File: src/rtl/demux1x2_buf_pkg.sv
`default_nettype none
// ============================================================================
//  Module   : demux1x2_buf_pkg
//  Brief    : Shared constants and helpers for the buffered 1-to-2 demux.
//  Revision : 1.0 - initial release
// ============================================================================
package demux1x2_buf_pkg;

    // Datapath width shared by the source and both destination channels.
    localparam int DATA_W = 16;

    // Channel index values carried on the select input.
    localparam logic CH0 = 1'b0;
    localparam logic CH1 = 1'b1;

    // Occupancy counters must hold 0..DEPTH inclusive, hence one extra bit.
    function automatic int cnt_width(input int depth);
        return $clog2(depth) + 1;
    endfunction

endpackage
`default_nettype wire

File: src/rtl/demux1x2_buf_sync_fifo.sv
`default_nettype none
// ============================================================================
//  Module   : demux1x2_buf_sync_fifo
//  Brief    : Single-clock FIFO with occupancy count and registered flags.
//             The output holds the last popped value while empty.
//  Revision : 1.0 - initial release
// ============================================================================
module demux1x2_buf_sync_fifo
    import demux1x2_buf_pkg::*;
#(
    parameter int WIDTH = DATA_W,
    parameter int DEPTH = 2,
    parameter int CW    = cnt_width(DEPTH)
) (
    input  logic             clk,
    input  logic             rst_n,
    input  logic             push_i,
    input  logic [WIDTH-1:0] din_i,
    input  logic             pop_i,
    output logic [WIDTH-1:0] dout_o,
    output logic [CW-1:0]    count_o,
    output logic             full_o,
    output logic             empty_o
);

    localparam int              PW         = $clog2(DEPTH);
    localparam logic [CW-1:0]   C_FULL_CNT = CW'(DEPTH);

    logic [WIDTH-1:0] mem_q [DEPTH];
    logic [PW-1:0]    wr_ptr_q;
    logic [PW-1:0]    rd_ptr_q;
    logic [CW-1:0]    count_q;
    logic [CW-1:0]    count_d;
    logic             full_q;
    logic             empty_q;
    logic [WIDTH-1:0] last_q;

    // Occupancy next state: push and pop together leave the count unchanged.
    always_comb begin
        count_d = count_q;
        case ({push_i, pop_i})
            2'b10:   count_d = count_q + CW'(1);
            2'b01:   count_d = count_q - CW'(1);
            default: count_d = count_q;
        endcase
    end

    // Storage, wrapping pointers, count and flags; reset drops every entry.
    always_ff @(posedge clk or negedge rst_n) begin
        if (!rst_n) begin
            wr_ptr_q <= '0;
            rd_ptr_q <= '0;
            count_q  <= '0;
            full_q   <= 1'b0;
            empty_q  <= 1'b1;
            last_q   <= '0;
            for (int i = 0; i < DEPTH; i++) begin
                mem_q[i] <= '0;
            end
        end else begin
            if (push_i) begin
                mem_q[wr_ptr_q] <= din_i;
                wr_ptr_q        <= wr_ptr_q + PW'(1);
            end
            if (pop_i) begin
                last_q   <= mem_q[rd_ptr_q];
                rd_ptr_q <= rd_ptr_q + PW'(1);
            end
            count_q <= count_d;
            full_q  <= (count_d == C_FULL_CNT);
            empty_q <= (count_d == '0);
        end
    end

    // While empty the head slot is stale, so present the last popped beat.
    assign dout_o  = empty_q ? last_q : mem_q[rd_ptr_q];
    assign count_o = count_q;
    assign full_o  = full_q;
    assign empty_o = empty_q;

endmodule
`default_nettype wire

File: src/rtl/demux1x2_buf.sv
`default_nettype none
// ============================================================================
//  Module   : demux1x2_buf
//  Brief    : Buffered 1-to-2 demultiplexer. Each beat is steered by in_sel
//             into a per-channel FIFO so one stalled consumer does not block
//             traffic bound for the other.
//  Revision : 1.0 - initial release
// ============================================================================
module demux1x2_buf
    import demux1x2_buf_pkg::*;
#(
    parameter int WIDTH = DATA_W,
    parameter int DEPTH = 2,
    parameter int CW    = cnt_width(DEPTH)
) (
    input  logic             clk,
    input  logic             rst_n,
    input  logic             in_valid,
    output logic             in_ready,
    input  logic [WIDTH-1:0] in_data,
    input  logic             in_sel,
    output logic             out0_valid,
    input  logic             out0_ready,
    output logic [WIDTH-1:0] out0_data,
    output logic             out1_valid,
    input  logic             out1_ready,
    output logic [WIDTH-1:0] out1_data,
    output logic [CW-1:0]    cnt0,
    output logic [CW-1:0]    cnt1
);

    logic [1:0]       w_sel_hot;
    logic [1:0]       w_out_ready;
    logic [1:0]       w_push;
    logic [1:0]       w_pop;
    logic [1:0]       w_full;
    logic [1:0]       w_empty;
    logic [WIDTH-1:0] w_dout  [2];
    logic [CW-1:0]    w_count [2];

    assign w_sel_hot   = {in_sel == CH1, in_sel == CH0};
    assign w_out_ready = {out1_ready, out0_ready};

    // Ready looks only at the selected channel's registered full flag, so a
    // consumer's ready never reaches back to the source combinationally.
    assign in_ready = ~w_full[in_sel];

    generate
        for (genvar gi = 0; gi < 2; gi++) begin : g_ch
            assign w_push[gi] = in_valid & in_ready & w_sel_hot[gi];
            assign w_pop[gi]  = ~w_empty[gi] & w_out_ready[gi];

            demux1x2_buf_sync_fifo #(
                .WIDTH (WIDTH),
                .DEPTH (DEPTH),
                .CW    (CW)
            ) u_fifo (
                .clk     (clk),
                .rst_n   (rst_n),
                .push_i  (w_push[gi]),
                .din_i   (in_data),
                .pop_i   (w_pop[gi]),
                .dout_o  (w_dout[gi]),
                .count_o (w_count[gi]),
                .full_o  (w_full[gi]),
                .empty_o (w_empty[gi])
            );
        end
    endgenerate

    assign out0_valid = ~w_empty[0];
    assign out0_data  = w_dout[0];
    assign cnt0       = w_count[0];
    assign out1_valid = ~w_empty[1];
    assign out1_data  = w_dout[1];
    assign cnt1       = w_count[1];

endmodule
`default_nettype wire

File: config.mk
export PLATFORM = sky130hd
export DESIGN_NAME = demux1x2_buf
export DESIGN_NICKNAME = d
export VERILOG_FILES = /design/src/rtl/demux1x2_buf_pkg.sv /design/src/rtl/demux1x2_buf_sync_fifo.sv /design/src/rtl/demux1x2_buf.sv
export SDC_FILE = /design/constraint.sdc
export NUM_CORES = 1
export LEC_CHECK = 0
export CAP_MARGIN = 25
export CORE_MARGIN = 2
export CORE_UTILIZATION = 39
export CTS_BUF_LIST = sky130_fd_sc_hd__clkbuf_16
export CTS_CLUSTER_SIZE = 24
export DETAILED_ROUTE_END_ITERATION = 8
export PLACE_DENSITY = 0.61
export SLEW_MARGIN = 20
export SYNTH_ARGS = -nofsm -noshare
export SYNTH_HDL_FRONTEND = slang
export SYNTH_SLANG_ARGS = --single-unit
File: constraint.sdc
create_clock -name clk -period 1.9 [get_ports clk]
set_clock_uncertainty 0.15 [all_clocks]
set_input_delay 0.285 -clock clk [delete_from_list [all_inputs] [get_ports clk]]
set_output_delay 0.285 -clock clk [all_outputs]
set_load 0.02 [all_outputs]
==> results of run 1 <==
[critical path, stage by stage (launching register included)]
cell and delay [ps]:
dfrtp_1 400, buf_6 140, clkbuf_16 150, mux2_4 310
mux2_4 270, buf_6 130
[logic make-up (layout without fill, tap and decap cells)]
group	after synthesis	after routing
AOI/OAI and AO/OA	4	4
xor gates and xnor gates	12	12
adders and majority gates	2	2
buffers and inverters	18	107
DFF	108	108
muxes	161	161
and+or+nand+nor	20	20
[through the flow]
stage               setup TNS [ps]  cells  power (W)   util
global placement            -17030    560     0.0101  0.484
finish                       -6540    582     0.0135  0.543
CTS                          -8530    583     0.0130  0.529
global route                 -8390    582     0.0143  0.543
detailed placement          -17910    560     0.0102  0.484
floorplan                        0    325    0.00795      -
[state kept, by name, indices dropped and copies added (netlist names)]
name and flops:
g_ch.u_fifo.count_o 4, g_ch.u_fifo.empty_o 2, g_ch.u_fifo.full_o 2, g_ch.u_fifo.last_q 32, g_ch.u_fifo.mem_q 64, g_ch.u_fifo.rd_ptr_q 2
g_ch.u_fifo.wr_ptr_q 2
[cells in the mapped netlist, types with 2 or more instances]
cell type and number:
buf_1 2, buf_2 7, buf_4 2, buf_8 2, dfrtp_1 106, dfstp_2 2
ha_1 2, inv_1 3, inv_2 2, mux2_1 20, mux2_2 140, nand2_1 6
nand2b_1 2, nand3b_1 3, nor2_1 4, nor2_8 2, o21ai_0 4, xnor2_1 10
xor2_1 2
[cell type report]
type	instances	area, sq um
clock buffers	9	225
clock inverters	6	105
fillers	1056	5550
inverters	5	26.3
multi-input cells	199	2370
flip-flops and latches	108	2710
well taps	168	210
repair buffers	87	963
[per-layer routing]
metal / up-vias / share of wire / track usage
met5: - / 0 / 0
met2: 46 / 0.49 / 0.254
met1: 1525 / 0.46 / 0.206
li1: 1332 / - / -
met4: 0 / 0.0090 / 0.0405
met3: 9 / 0.043 / 0.0514
[path summary, 6_finish.rpt]
| path | startpoint | end | slack (ps) | cells past startpoint |
|---|---|---|---|---|
| worst max-delay path | g_ch[0].u_fifo.rd_ptr_q$_DFFE_PN0P_ | out0_data[2] | -280 | 5 |
| worst min-delay path | rst_n | g_ch[1].u_fifo.last_q[12]$_DFFE_PN0P_ | 290 | 2 |
| worst max register to register | g_ch[0].u_fifo.empty_o$_DFF_PN1_ | g_ch[0].u_fifo.count_o[1]$_DFF_PN0_ | 80 | 7 |
| worst min register to register | g_ch[0].u_fifo.mem_q[26]$_DFFE_PN0P_ | g_ch[0].u_fifo.mem_q[26]$_DFFE_PN0P_ | 340 | 1 |
| max in group asynchronous | rst_n | g_ch[1].u_fifo.empty_o$_DFF_PN1_ | 660 | 3 |
| min in group clk | g_ch[0].u_fifo.mem_q[26]$_DFFE_PN0P_ | g_ch[0].u_fifo.mem_q[26]$_DFFE_PN0P_ | 340 | 1 |
[what timing repair did]
item                                    CTS  global route
hold endpoints to repair                 31             0
resized for setup                       216            68
gates cloned                              2             1
endpoints found under the setup margin   42            41
hold buffers                              1             0
setup buffers                             5             2
[power by group through the flow]
stage	combinational [W]	clock, W	sequential (W)
final	0.00727	0.00209	0.00418
after global routing	0.00776	0.00225	0.00433
after CTS	0.00673	0.00216	0.00413
after detailed placement	0.00609	0	0.00415
after global placement	0.00602	0	0.00407
after floorplan	0.00395	0	0.00400
==> flow_metrics.py, run 1 <==
metrics = {
    "timing": {
        "tightest_slew_ps": 480,
        "drv_slew": 0,
        "rsz0062_at_grt": "yes",
        "layout_setup_ws_ps": -280,
        "hold_slack_ps": 292,
        "final-setup-viol-count": 32,
        "min_period_ps": 2180,
        "relSlewSlack": 0.680,
        "timing.fmax_mhz": 459,
        "finalHoldViolCount": 0,
        "period_share": 1.15,
    },
    "logic_synthesis": {
        "synth-main-ff-cell": "dfrtp_1",
        "yosys.area_share.xor_xnor": 0.0214,
        "synthMuxAreaShare": 0.369,
        "syn-cell-area_sq_um": 4910,
        "yosysTopAreaCellShare": 0.540,
        "synth.distinct_cells": 23,
        "synth_compound_area_frac": 0.00408,
        "synth-edff-count": 0,
        "syn_inst": 325,
        "ys_top_cells_by_area": "dfrtp_1 (54%), mux2_2 (32%), mux2_1 (4.6%)",
        "synth.largest_area_cell": "dfrtp_1",
        "syn_nets": 349,
        "synth_top_family_by_area": "multiplexers",
        "syn_avg_cell_area_sq_um": 15.1,
        "ys_warn_count": 0,
        "yosys_register_bits": 108,
        "async_flop_share": 1.00,
        "synthAdderAreaFrac": 0.00510,
        "ys_seq_area_frac": 0.551,
        "synthSimpleGateAreaFrac": 0.0278,
    },
    "detailed_routing": {
        "wl_mm": 10.1,
        "dr.pass1.iters": 4,
        "drt-vias-per-instance": 5.00,
        "drt-wirelength-per-cell_microns": 17.3,
        "first_iter_violations": 117,
        "drc": 0,
        "ant_nets": 0,
        "vias": 2912,
    },
    "clock_tree": {
        "numCtsBuffers": 9,
        "clock_path_buffers": 2,
        "h-tree-depth": 3,
        "clk-insertion-delay-late_ps": 350,
        "clkSlewWorstSetupHoldPaths_ps": 70,
        "tritoncts": "built",
        "root_buffer": "clkbuf_16",
        "cts.sinks": 108,
    },
    "status": {
        "violations": "negative setup slack",
        "status": "finished with violations",
    },
    "worst_setup_path": {
        "worstSetupStartpointType": "flip-flop",
        "required_ps": 1460,
        "cp-end-kind": "output pin",
        "crit_arrival_ps": 1750,
        "worstPathMaxFanout": 4,
        "path_class": "reg -> out",
    },
    "global_route": {
        "grt_pass1_wl_mm": 16.0,
        "grt_overflow": 0,
        "grt_pass1_vias": 3145,
        "grt_max_degree": 35,
        "antenna_found_initial": 0,
        "grt_usage": 0.157,
    },
    "run": {
        "drv_cap": 0,
    },
    "power_and_ir_drop": {
        "p_int_w": 0.00915,
        "ir_drop_mv": 0.950,
        "seqPwrFrac": 0.309,
        "combinationalPowerShare": 0.537,
        "power_density_nw_per_um2": 2050,
        "power_leakage_nw": 3.05,
        "sw_frac_of_total": 0.324,
        "pwr-share-clk": 0.154,
        "p_sw_w": 0.00439,
    },
    "die": {
        "core_area_sq_um": 12200,
        "initial_core_util": 0.404,
        "row_count": 40,
        "die-area_sq_um": 13500,
        "fp.dieH_microns": 116,
        "die_x_microns": 116,
        "ioPinCount": 61,
    },
    "finish": {
        "fin_nets": 434,
        "mostFrequentLayoutCells": "dfrtp_1 (106), mux2_2 (76), mux2_4 (64)",
        "antenna_cells": 0,
        "layout_commonest_cell": "dfrtp_1",
        "design_area_sq_um": 6610,
        "drive_above_1_share": 0.546,
        "syn2layout_area_growth_pct": 34.6,
    },
    "hold_path": {
        "hold_class": "in -> async",
    },
    "placement": {
        "dp_slack_ps": -322,
        "placed_cell_area_sq_um": 5890,
        "hpwl_mm": 6.66,
        "gp_congestion": 0.697,
        "io_buffers": 60,
    },
}
No activity file was read; power rests on OpenSTA's default activity.
==> run 2, diff against run 1 <==
--- a/config.mk
+++ b/config.mk
@@ -12,7 +12,6 @@
 export CTS_CLUSTER_SIZE = 24
 export DETAILED_ROUTE_END_ITERATION = 8
 export PLACE_DENSITY = 0.61
-export SLEW_MARGIN = 20
 export SYNTH_ARGS = -nofsm -noshare
 export SYNTH_HDL_FRONTEND = slang
 export SYNTH_SLANG_ARGS = --single-unit
==> results of run 2 <==
Same layout as run 1: the final DEF is identical, and so are final timing and power.
